**src/rtl/median_pkg.sv**
```systemverilog
// Shared constants and FSM encoding for the nine-frame temporal median filter
// (buffer bank and median9_reduce).
package median_pkg;

  localparam int MED_TAPS     = 9;
  localparam int MED_CORE_LAT = 3;

  localparam int MED_DATA_W   = 64;
  localparam int MED_ADDR_W   = 10;
  localparam int MED_N_BINS   = 1024;
  localparam int MED_RD_LAT   = 2;

  localparam logic [3:0] MED_FRAMES_FULL = 4'd9;

  typedef enum logic [1:0] {
    ST_IDLE  = 2'd0,
    ST_SWEEP = 2'd1,
    ST_DRAIN = 2'd2
  } med_state_e;

endpackage

```
**src/rtl/median9_core.sv**
```systemverilog
// Three-stage pipelined 9-way median (sort triples, reduce lo/mid/hi, final median)
// with the valid/address sideband carried alongside. All compares are unsigned.
module median9_core
  import median_pkg::*;
#(
  parameter int DATA_W = MED_DATA_W,
  parameter int ADDR_W = MED_ADDR_W
) (
  input  logic              clk,
  input  logic              rst_n,
  input  logic              in_valid,
  input  logic [ADDR_W-1:0] in_addr,
  input  logic [DATA_W-1:0] in_data [MED_TAPS],
  output logic              out_valid,
  output logic [DATA_W-1:0] out_data,
  output logic [ADDR_W-1:0] out_addr,
  output logic              inflight
);

  typedef logic [DATA_W-1:0] word_t;

  function automatic word_t f_min(input word_t a, input word_t b);
    return (a < b) ? a : b;
  endfunction

  function automatic word_t f_max(input word_t a, input word_t b);
    return (a < b) ? b : a;
  endfunction

  function automatic word_t f_med3(input word_t a, input word_t b, input word_t c);
    return f_max(f_min(a, b), f_min(f_max(a, b), c));
  endfunction

  word_t             r_lo_p0  [3];
  word_t             r_mid_p0 [3];
  word_t             r_hi_p0  [3];
  logic [ADDR_W-1:0] r_addr_p0;
  logic              r_vld_p0;

  word_t             r_a_p1;
  word_t             r_b_p1;
  word_t             r_c_p1;
  logic [ADDR_W-1:0] r_addr_p1;
  logic              r_vld_p1;

  word_t             r_data_p2;
  logic [ADDR_W-1:0] r_addr_p2;
  logic              r_vld_p2;

  // Stage 1: sort each triple into lo/mid/hi
  always_ff @(posedge clk) begin
    for (int t = 0; t < 3; t++) begin
      r_lo_p0[t]  <= f_min(f_min(in_data[3*t], in_data[3*t+1]), in_data[3*t+2]);
      r_mid_p0[t] <= f_med3(in_data[3*t], in_data[3*t+1], in_data[3*t+2]);
      r_hi_p0[t]  <= f_max(f_max(in_data[3*t], in_data[3*t+1]), in_data[3*t+2]);
    end
    r_addr_p0 <= in_addr;
  end

  // Stage 2: max of lows, median of mids, min of highs
  always_ff @(posedge clk) begin
    r_a_p1    <= f_max(f_max(r_lo_p0[0], r_lo_p0[1]), r_lo_p0[2]);
    r_b_p1    <= f_med3(r_mid_p0[0], r_mid_p0[1], r_mid_p0[2]);
    r_c_p1    <= f_min(f_min(r_hi_p0[0], r_hi_p0[1]), r_hi_p0[2]);
    r_addr_p1 <= r_addr_p0;
  end

  // Stage 3: final median; output regs hold their last result between valids
  always_ff @(posedge clk or negedge rst_n) begin
    if (!rst_n) begin
      r_data_p2 <= '0;
      r_addr_p2 <= '0;
    end else if (r_vld_p1) begin
      r_data_p2 <= f_med3(r_a_p1, r_b_p1, r_c_p1);
      r_addr_p2 <= r_addr_p1;
    end
  end

  always_ff @(posedge clk or negedge rst_n) begin
    if (!rst_n) begin
      r_vld_p0 <= 1'b0;
      r_vld_p1 <= 1'b0;
      r_vld_p2 <= 1'b0;
    end else begin
      r_vld_p0 <= in_valid;
      r_vld_p1 <= r_vld_p0;
      r_vld_p2 <= r_vld_p1;
    end
  end

  assign out_valid = r_vld_p2;
  assign out_data  = r_data_p2;
  assign out_addr  = r_addr_p2;
  assign inflight  = r_vld_p0 | r_vld_p1;

endmodule

```
**src/rtl/median9_reduce.sv**
```systemverilog
// Sweeps all bins of the nine frame RAMs after each full frame and streams the
// per-bin 9-way median. Define MEDIAN_OVERRUN_CNT_EN to add the overrun_cnt port.
module median9_reduce
  import median_pkg::*;
#(
  parameter int DATA_W = MED_DATA_W,
  parameter int ADDR_W = MED_ADDR_W,
  parameter int N_BINS = MED_N_BINS,
  parameter int RD_LAT = MED_RD_LAT
) (
  input  logic              clk,
  input  logic              rst_n,
  input  logic              frame_done,
  output logic [ADDR_W-1:0] rd_addr,
  input  logic [DATA_W-1:0] rd_data_1,
  input  logic [DATA_W-1:0] rd_data_2,
  input  logic [DATA_W-1:0] rd_data_3,
  input  logic [DATA_W-1:0] rd_data_4,
  input  logic [DATA_W-1:0] rd_data_5,
  input  logic [DATA_W-1:0] rd_data_6,
  input  logic [DATA_W-1:0] rd_data_7,
  input  logic [DATA_W-1:0] rd_data_8,
  input  logic [DATA_W-1:0] rd_data_9,
  output logic              out_valid,
  output logic [DATA_W-1:0] out_data,
  output logic [ADDR_W-1:0] out_addr,
  output logic              out_last,
  output logic              busy
`ifdef MEDIAN_OVERRUN_CNT_EN
  ,
  output logic [15:0]       overrun_cnt
`endif
);

  localparam logic [ADDR_W-1:0] LAST_ADDR = ADDR_W'(N_BINS - 1);

  med_state_e        r_state;
  med_state_e        w_state_nxt;
  logic [3:0]        r_frame_cnt;
  logic [ADDR_W-1:0] r_rd_addr;
  logic [RD_LAT-1:0] r_vld_sr;
  logic [ADDR_W-1:0] r_addr_sr [RD_LAT];

  logic              w_start;
  logic              w_issue;
  logic              w_core_inflight;
  logic [DATA_W-1:0] w_rd_data [MED_TAPS];

  // The counter value before this pulse's increment gates the start, so the
  // ninth frame_done after reset launches the first sweep.
  assign w_start = frame_done && (r_state == ST_IDLE) && (r_frame_cnt >= 4'd8);
  assign w_issue = (r_state == ST_SWEEP);
  assign busy    = (r_state != ST_IDLE);
  assign rd_addr = r_rd_addr;

  always_ff @(posedge clk or negedge rst_n) begin
    if (!rst_n) begin
      r_state <= ST_IDLE;
    end else begin
      r_state <= w_state_nxt;
    end
  end

  always_comb begin
    w_state_nxt = r_state;
    case (r_state)
      ST_IDLE:  if (w_start) w_state_nxt = ST_SWEEP;
      ST_SWEEP: if (r_rd_addr == LAST_ADDR) w_state_nxt = ST_DRAIN;
      ST_DRAIN: if (!(|r_vld_sr) && !w_core_inflight) w_state_nxt = ST_IDLE;
      default:  w_state_nxt = ST_IDLE;
    endcase
  end

  always_ff @(posedge clk or negedge rst_n) begin
    if (!rst_n) begin
      r_rd_addr <= '0;
    end else if (w_start) begin
      r_rd_addr <= '0;
    end else if (r_state == ST_SWEEP) begin
      r_rd_addr <= (r_rd_addr == LAST_ADDR) ? '0 : r_rd_addr + 1'b1;
    end
  end

  always_ff @(posedge clk or negedge rst_n) begin
    if (!rst_n) begin
      r_frame_cnt <= '0;
    end else if (frame_done && (r_frame_cnt != MED_FRAMES_FULL)) begin
      r_frame_cnt <= r_frame_cnt + 4'd1;
    end
  end

`ifdef MEDIAN_OVERRUN_CNT_EN
  logic [15:0] r_overrun_cnt;

  // A frame_done that lands mid-sweep with a full bank is a dropped filter run
  always_ff @(posedge clk or negedge rst_n) begin
    if (!rst_n) begin
      r_overrun_cnt <= '0;
    end else if (frame_done && busy && (r_frame_cnt == MED_FRAMES_FULL) &&
                 (r_overrun_cnt != 16'hFFFF)) begin
      r_overrun_cnt <= r_overrun_cnt + 16'd1;
    end
  end

  assign overrun_cnt = r_overrun_cnt;
`endif

  // Read-latency alignment: issue valid and address follow the RAM read
  always_ff @(posedge clk or negedge rst_n) begin
    if (!rst_n) begin
      r_vld_sr <= '0;
    end else begin
      r_vld_sr[0] <= w_issue;
      for (int i = 1; i < RD_LAT; i++) begin
        r_vld_sr[i] <= r_vld_sr[i-1];
      end
    end
  end

  always_ff @(posedge clk) begin
    r_addr_sr[0] <= r_rd_addr;
    for (int i = 1; i < RD_LAT; i++) begin
      r_addr_sr[i] <= r_addr_sr[i-1];
    end
  end

  assign w_rd_data[0] = rd_data_1;
  assign w_rd_data[1] = rd_data_2;
  assign w_rd_data[2] = rd_data_3;
  assign w_rd_data[3] = rd_data_4;
  assign w_rd_data[4] = rd_data_5;
  assign w_rd_data[5] = rd_data_6;
  assign w_rd_data[6] = rd_data_7;
  assign w_rd_data[7] = rd_data_8;
  assign w_rd_data[8] = rd_data_9;

  median9_core #(
    .DATA_W (DATA_W),
    .ADDR_W (ADDR_W)
  ) u_core (
    .clk       (clk),
    .rst_n     (rst_n),
    .in_valid  (r_vld_sr[RD_LAT-1]),
    .in_addr   (r_addr_sr[RD_LAT-1]),
    .in_data   (w_rd_data),
    .out_valid (out_valid),
    .out_data  (out_data),
    .out_addr  (out_addr),
    .inflight  (w_core_inflight)
  );

  assign out_last = out_valid && (out_addr == LAST_ADDR);

endmodule

```
**config.mk**
```make
export PLATFORM = sky130hd
export DESIGN_NAME = median9_reduce
export DESIGN_NICKNAME = d
export VERILOG_FILES = /design/src/rtl/median_pkg.sv /design/src/rtl/median9_core.sv /design/src/rtl/median9_reduce.sv
export SDC_FILE = /design/constraint.sdc
export NUM_CORES = 2
export LEC_CHECK = 0
export CORE_MARGIN = 3
export CORE_UTILIZATION = 30
export DETAILED_ROUTE_END_ITERATION = 7
export PLACE_DENSITY = 0.49
export SLEW_MARGIN = 25
export SYNTH_ARGS = -nofsm -noshare
export SYNTH_HDL_FRONTEND = slang
export SYNTH_HIERARCHICAL = 1
export SYNTH_SLANG_ARGS = --single-unit
```
**constraint.sdc**
```tcl
create_clock -name clk -period 23.3 [get_ports clk]
set_clock_uncertainty 0.05 [all_clocks]
set_input_delay 4.66 -clock clk [delete_from_list [all_inputs] [get_ports clk]]
set_output_delay 4.66 -clock clk [all_outputs]
set_load 0.005 [all_outputs]
```
* Word-level counts from Yosys, hierarchy flattened *
Memories as Yosys holds them, arrays and structs flattened. A register that Yosys moved wholly into a read port is not among the register bits.
Cells that the tools add are included.

storage, ports and cells
  flip-flop bits (word level) = 297
  bits in latches = 0
  RAM bits = 596
  bits in read-only memories = 0
  input bits = 579
  output and inout port bits = 87
  logic and storage cells = 100
  memories = 4

memory list
  memory           words  bits a word  rd ports  clocked after Yosys merged registers in  write ports  line                  text
  u_core.r_hi_p0   3      64           3         0                                        3            median9_core.sv:36    word_t r_hi_p0 [3];
  u_core.r_lo_p0   3      64           3         0                                        3            median9_core.sv:34    word_t r_lo_p0 [3];
  u_core.r_mid_p0  3      64           3         0                                        3            median9_core.sv:35    word_t r_mid_p0 [3];
  r_addr_sr        2      10           2         1                                        2            median9_reduce.sv:42  logic [ADDR_W-1:0] r_addr_sr [RD_LAT];

operators by class
  add/sub/neg operators = 2
  multiply operators = 0
  divide/modulo/power cells = 0
  magnitude comparators = 23
  equality and inequality tests = 8
  shifts and indexed selects = 0
  multiplexer cells = 37
  bitwise gates (word level) = 1
  reductions and logical operators = 12

operators with widths
  operator                                               number
  two-way mux 64 bit                                     30
  < comparator 64 bit                                    22
  two-way mux 10 bit                                     3
  equality test 10 bit, second input constant            2
  adder 10 x 1 -> 10 bit, second input constant          1
  two-way mux 2 bit                                      3
  case mux 2 bit (3 select lines)                        1
  logical AND 1 bit                                      5
  adder 4 x 1 -> 4 bit, second input constant            1
  >= comparator 4 bit, second input constant             1
  inequality test 2 bit, second input constant           2
  inequality test 4 bit, second input constant           1
  nonzero test 2 bit                                     2
  AND reduction 3 bit                                    1
  equality test 2 x 1 -> 1 bit, second input constant    1
  equality test 2 bit, second input constant             1
  zero test 1 bit                                        2
  zero test 2 bit                                        1
  inequality test 2 x 1 -> 1 bit, second input constant  1
  OR reduction 2 bit                                     1
  bitwise OR 1 bit                                       1

* Logic depth before layout (Yosys ltp) *
  depth after elaboration = 6
  depth in mapped cells = 39
  mapped depth without buffers = 33

* Modules after synthesis *
The synthesis kept the hierarchy.

by module, submodules not included
  module          times used  cells an instance  area each (µm²)  sequential area each (µm²)
  median9_core    1           9279               76359.5          17702.0
  median9_reduce  1           114                1343.8           850.8

* Least setup slack after synthesis *
No wires, ideal clock.

  kind = input -> register
  from = input port rd_data_8[10]
  to = memory u_core/r_mid_p0[0][191] (netlist bit)
  arrival = 12.553 ns
  required time = 23.121 ns
  setup slack = 10.568 ns
  cell stages on the path = 37
  path buffers = 7
  cells stage by stage = inv_1 -> ha_1 -> a21oi_1 -> nand2_1 -> a221o_1 -> a22o_1 -> o21ai_0 -> a221oi_1 -> nor2_1 -> clkbuf_1 -> buf_1 -> mux2_2 -> ha_1 -> nand3_1 -> o211ai_1 -> or4_1 -> a31oi_1 -> o41ai_1 -> a211oi_1 -> and2_1 -> a31o_2 -> clkbuf_1 -> buf_2 -> mux2i_1 -> ha_1 -> and4_1 -> nand3_1 -> or4_1 -> or4_1 -> o211ai_1 -> a2111oi_0 -> a21oi_1 -> a21o_1 -> clkbuf_1 -> clkbuf_1 -> clkbuf_1 -> o21ai_0

RTL lines
  element          line                  text
  start, declared  median9_reduce.sv:22  input logic [DATA_W-1:0] rd_data_8,
  end, declared    median9_core.sv:35

==> parameters.txt <==
Parameter                              Value

Outcome
  Run status ... completed

Detailed routing
  Average wire per standard cell ... 24.9 µm
  DRT iter0 DRCs ... 4675
  Number of search-and-repair iterations in the first detailed-routing pass ... 6
  Drt via density ... 5.31
  Total vias in the final route ... 70.9k
  Post-detailed-routing wire length ... 332000 µm
  Number of nets with antenna violations after routing ... 0
  Remaining DRCs ... 0

Timing
  PnR worst setup slack ... 5820 ps
  Final-report max-slew violation count ... 0
  Final count of hold timing violations ... 0
  Final worst-path cycle share ... 0.750
  Total setup violations reported at the end of the flow ... 0
  Final hold slack ... 276 ps
  Post-layout min period ... 17480 ps
  Setup repair after global routing missed its margin ... no
  Slew HR ... 0.228
  Slew at the pin with the worst max-slew slack ... 1150 ps
  Sum of negative setup slack ... 0 ps
  Highest clock frequency the design can meet ... 57.2 MHz

Setup path
  RR Startpoint ... u_core/r_b_p1[13]
  Most common cell type on the critical path ... o21ai_0
  Buf+Inv Stages, Crit Path ... 6
  Delay of the slowest critical-path stage ... 790 ps
  Critical path class ... in2reg
  Category of cells accounting for the largest share of critical-path delay ... compound AO/OA/AOI/OAI gates
  Critical Path Start ... rd_data_8[21]
  Crit path required time ... 23910 ps
  Arrival time of data at the critical path endpoint ... 18090 ps
  Kind of end point of the critical path ... flop
  Critical path startpoint category ... input port
  Maximum net fanout on the critical path ... 73
  Cell with the largest stage delay on the worst path ... a211oi_1

Global route
  GRT Max-Usage Layer ... met2
  Overall routing resource usage ... 0.240
  Grt met1 use ... 0.269
  Met3 track demand over resource in global routing ... 0.0298
  Global-route wire length before repair ... 466000 µm
  M2 GR Usage ... 0.435
  Pin count of the biggest net entering global routing ... 97
  Number of global-route vias before repair ... 69.5k
  Grt total ovfl ... 0
  Initial antenna violation count ... 55

Clock tree
  CTS tree ... built
  Number of hold buffers added after CTS ... 0
  CTS Root Cell ... clkbuf_16
  CTS Buffer Depth ... 3
  Sinks on the clock net ... 903
  Clock edge transition at the registers on the reported setup and hold paths ... 60 ps
  Resize count post-CTS ... 0
  Setup Fix Bufs, Post-CTS ... 0
  Insertion delay to the later sink of the worst-skew pair ... 770 ps
  TritonCTS buffer count ... 106
  H-Tree Depth ... 3

Synth
  Mapped Avg Cell Area ... 8.27 µm²
  Gate Count Post-Synth ... 9393
  Synth Cell Area ... 77700 µm²
  Nets in the synthesized netlist ... 11.4k
  Main flop type after synthesis ... dfxtp_1
  Post-synthesis register bit count ... 903
  Synth area leaders ... ha_1 (22%), dfxtp_1 (21%), mux2_2 (10%), a21oi_1 (5.4%), inv_1 (4.8%)
  Sequential fraction of the synthesis area ... 0.239
  Synth top cells by count ... ha_1 (1390), inv_1 (984), a21oi_1 (834)
  Synthesis Warnings ... 6
  Largest area contributor in the synthesized netlist ... ha_1
  Count of flip-flops with a built-in enable after synthesis ... 0
  Most repeated cell in the gate-level netlist after synthesis ... ha_1
  Count of unique library cells instantiated by Yosys ... 84
  Proportion of netlist area held by the largest area contributor ... 0.224
  Ys async rst share ... 0.105

Placed design
  Total half-perimeter wirelength after legalization and detailed placement ... 282000 µm
  Final weighted congestion in routability-driven placement ... 1.00
  Number of port buffers ... 665
  Worst slack at placement ... 5250 ps

Cells and area
  Share of post-route cells with drive strength above 1 ... 0.114
  Count of filler cells inserted in the layout ... 26.4k
  Final cell utilization of the core ... 0.357
  Final-stage net count ... 11.8k
  Area added between synthesis and finish ... 18.1%

Floorplan
  Placeable Area ... 257000 µm²
  IO Pins ... 666
  Die boundary height ... 515 µm
  Standard-cell row count ... 186
  Die area ... 265000 µm²
  Die width ... 515 µm
  Effective utilization at floorplan ... 0.302

Flow run
  # Max-Cap Violations ... 0

Power
  Peak supply drop ... 0.000385 V
  Leakage ... 42.7 nW
  Design Power ... 15.6 mW
  Power density cells ... 169 nW/µm²

Hold path
  Worst hold-check path type ... reg2reg
  Worst hold path startpoint ... r_addr_sr[0][0]
==> logic make-up after synthesis <==
| group | count (synthesis) | share of synthesized area |
|---|---|---|
| compound gates | 2409 | 0.190 |
| simple gates | 2288 | 0.140 |
| buf+inv | 1424 | 0.0698 |
| fa+ha+maj | 1390 | 0.224 |
| mux | 975 | 0.137 |
| flops | 903 | 0.239 |
| xor+xnor | 4 | 0.000451 |
==> worst reg2reg max path: cells and delay by family (launching register included) <==
family,cells,cell delay (ps)
flops,1,350
buf+inv,5,2000
mux,1,340
simple gates,9,2310
fa+ha+maj,3,970
compound gates,17,5990
==> registers in the layout (all words and copies together) (netlist names), 4 cells and up <==
signal	flops
r_addr_sr	20
u_core/r_hi_p0	192
u_core/r_a_p1	64
u_core/r_c_p1	64
u_core/r_lo_p0	192
u_core/r_addr_p0	10
u_core/r_addr_p1	10
u_core/r_b_p1	64
rd_addr	10
u_core/out_addr	10
u_core/r_mid_p0	192
r_frame_cnt	4
u_core/out_data	64
==> path summary, 6_finish.rpt <==
kind	endpoint	slack [ps]	cells after the start
max	u_core/r_mid_p0[0][128]	5820	37
min	r_addr_sr[0][10]	280	0
max reg2reg	u_core/out_data[47]	11230	35
min reg2reg	r_addr_sr[0][10]	280	0
max in group asynchronous	u_core/r_vld_p1	17910	2
min in group asynchronous	u_core/out_addr[1]	3990	1
==> report_power, final <==
group | switching, mW | leakage (nW) | total, mW | internal (mW)
combinational | 6.65 | 32.9 | 10.9 | 4.24
sequential | 0.595 | 7.94 | 2.86 | 2.27
clock | 0.750 | 1.83 | 1.81 | 1.05
total | 8.00 | 42.7 | 15.6 | 7.56
==> routing by layer <==
metal | vias to the layer above | wire [µm]
met5 | - | 158
met4 | 28 | 21900
met3 | 530 | 14400
met2 | 1889 | 166000
met1 | 33400 | 129000
li1 | 35000 | -
==> stage by stage <==
| stage | area [µm²] | cells |
|---|---|---|
| 2_1_floorplan | 77700 | 9393 |
| 3_3_place_gp | 87900 | 13100 |
| 3_5_place_dp | 87900 | 13100 |
| 4_1_cts | 91700 | 13300 |
| 5_1_grt | 91800 | 13300 |
| 6_report | 91800 | 13300 |
==> area by class of cell <==
type,instances,area (µm²),share of cell area
multi-input cells,7066,54000,0.588
clock buffers,133,2960,0.0322
well taps,3384,4230,0.0461
inverters,986,3700,0.0404
flip-flops and latches,903,18600,0.202
clock inverters,65,811,0.00883
diodes,34,85.1,0.000927
repair buffers,765,7440,0.0811
==> cell usage in the layout (no fill, tap or decap), types with 147 or more instances in the layout <==
cell type        count
ha_1              1390
inv_1              984
a21oi_1            834
dfxtp_1            808
nand2_1            794
mux2_2             714
o21ai_0            668
clkdlybuf4s50_1    664
nor2_1             523
a21o_1             304
nand4_1            297
mux2i_1            259
o211ai_1           178
nand3_1            159
nor3_1             147
Note: power is estimated with default switching activity, not from simulation.
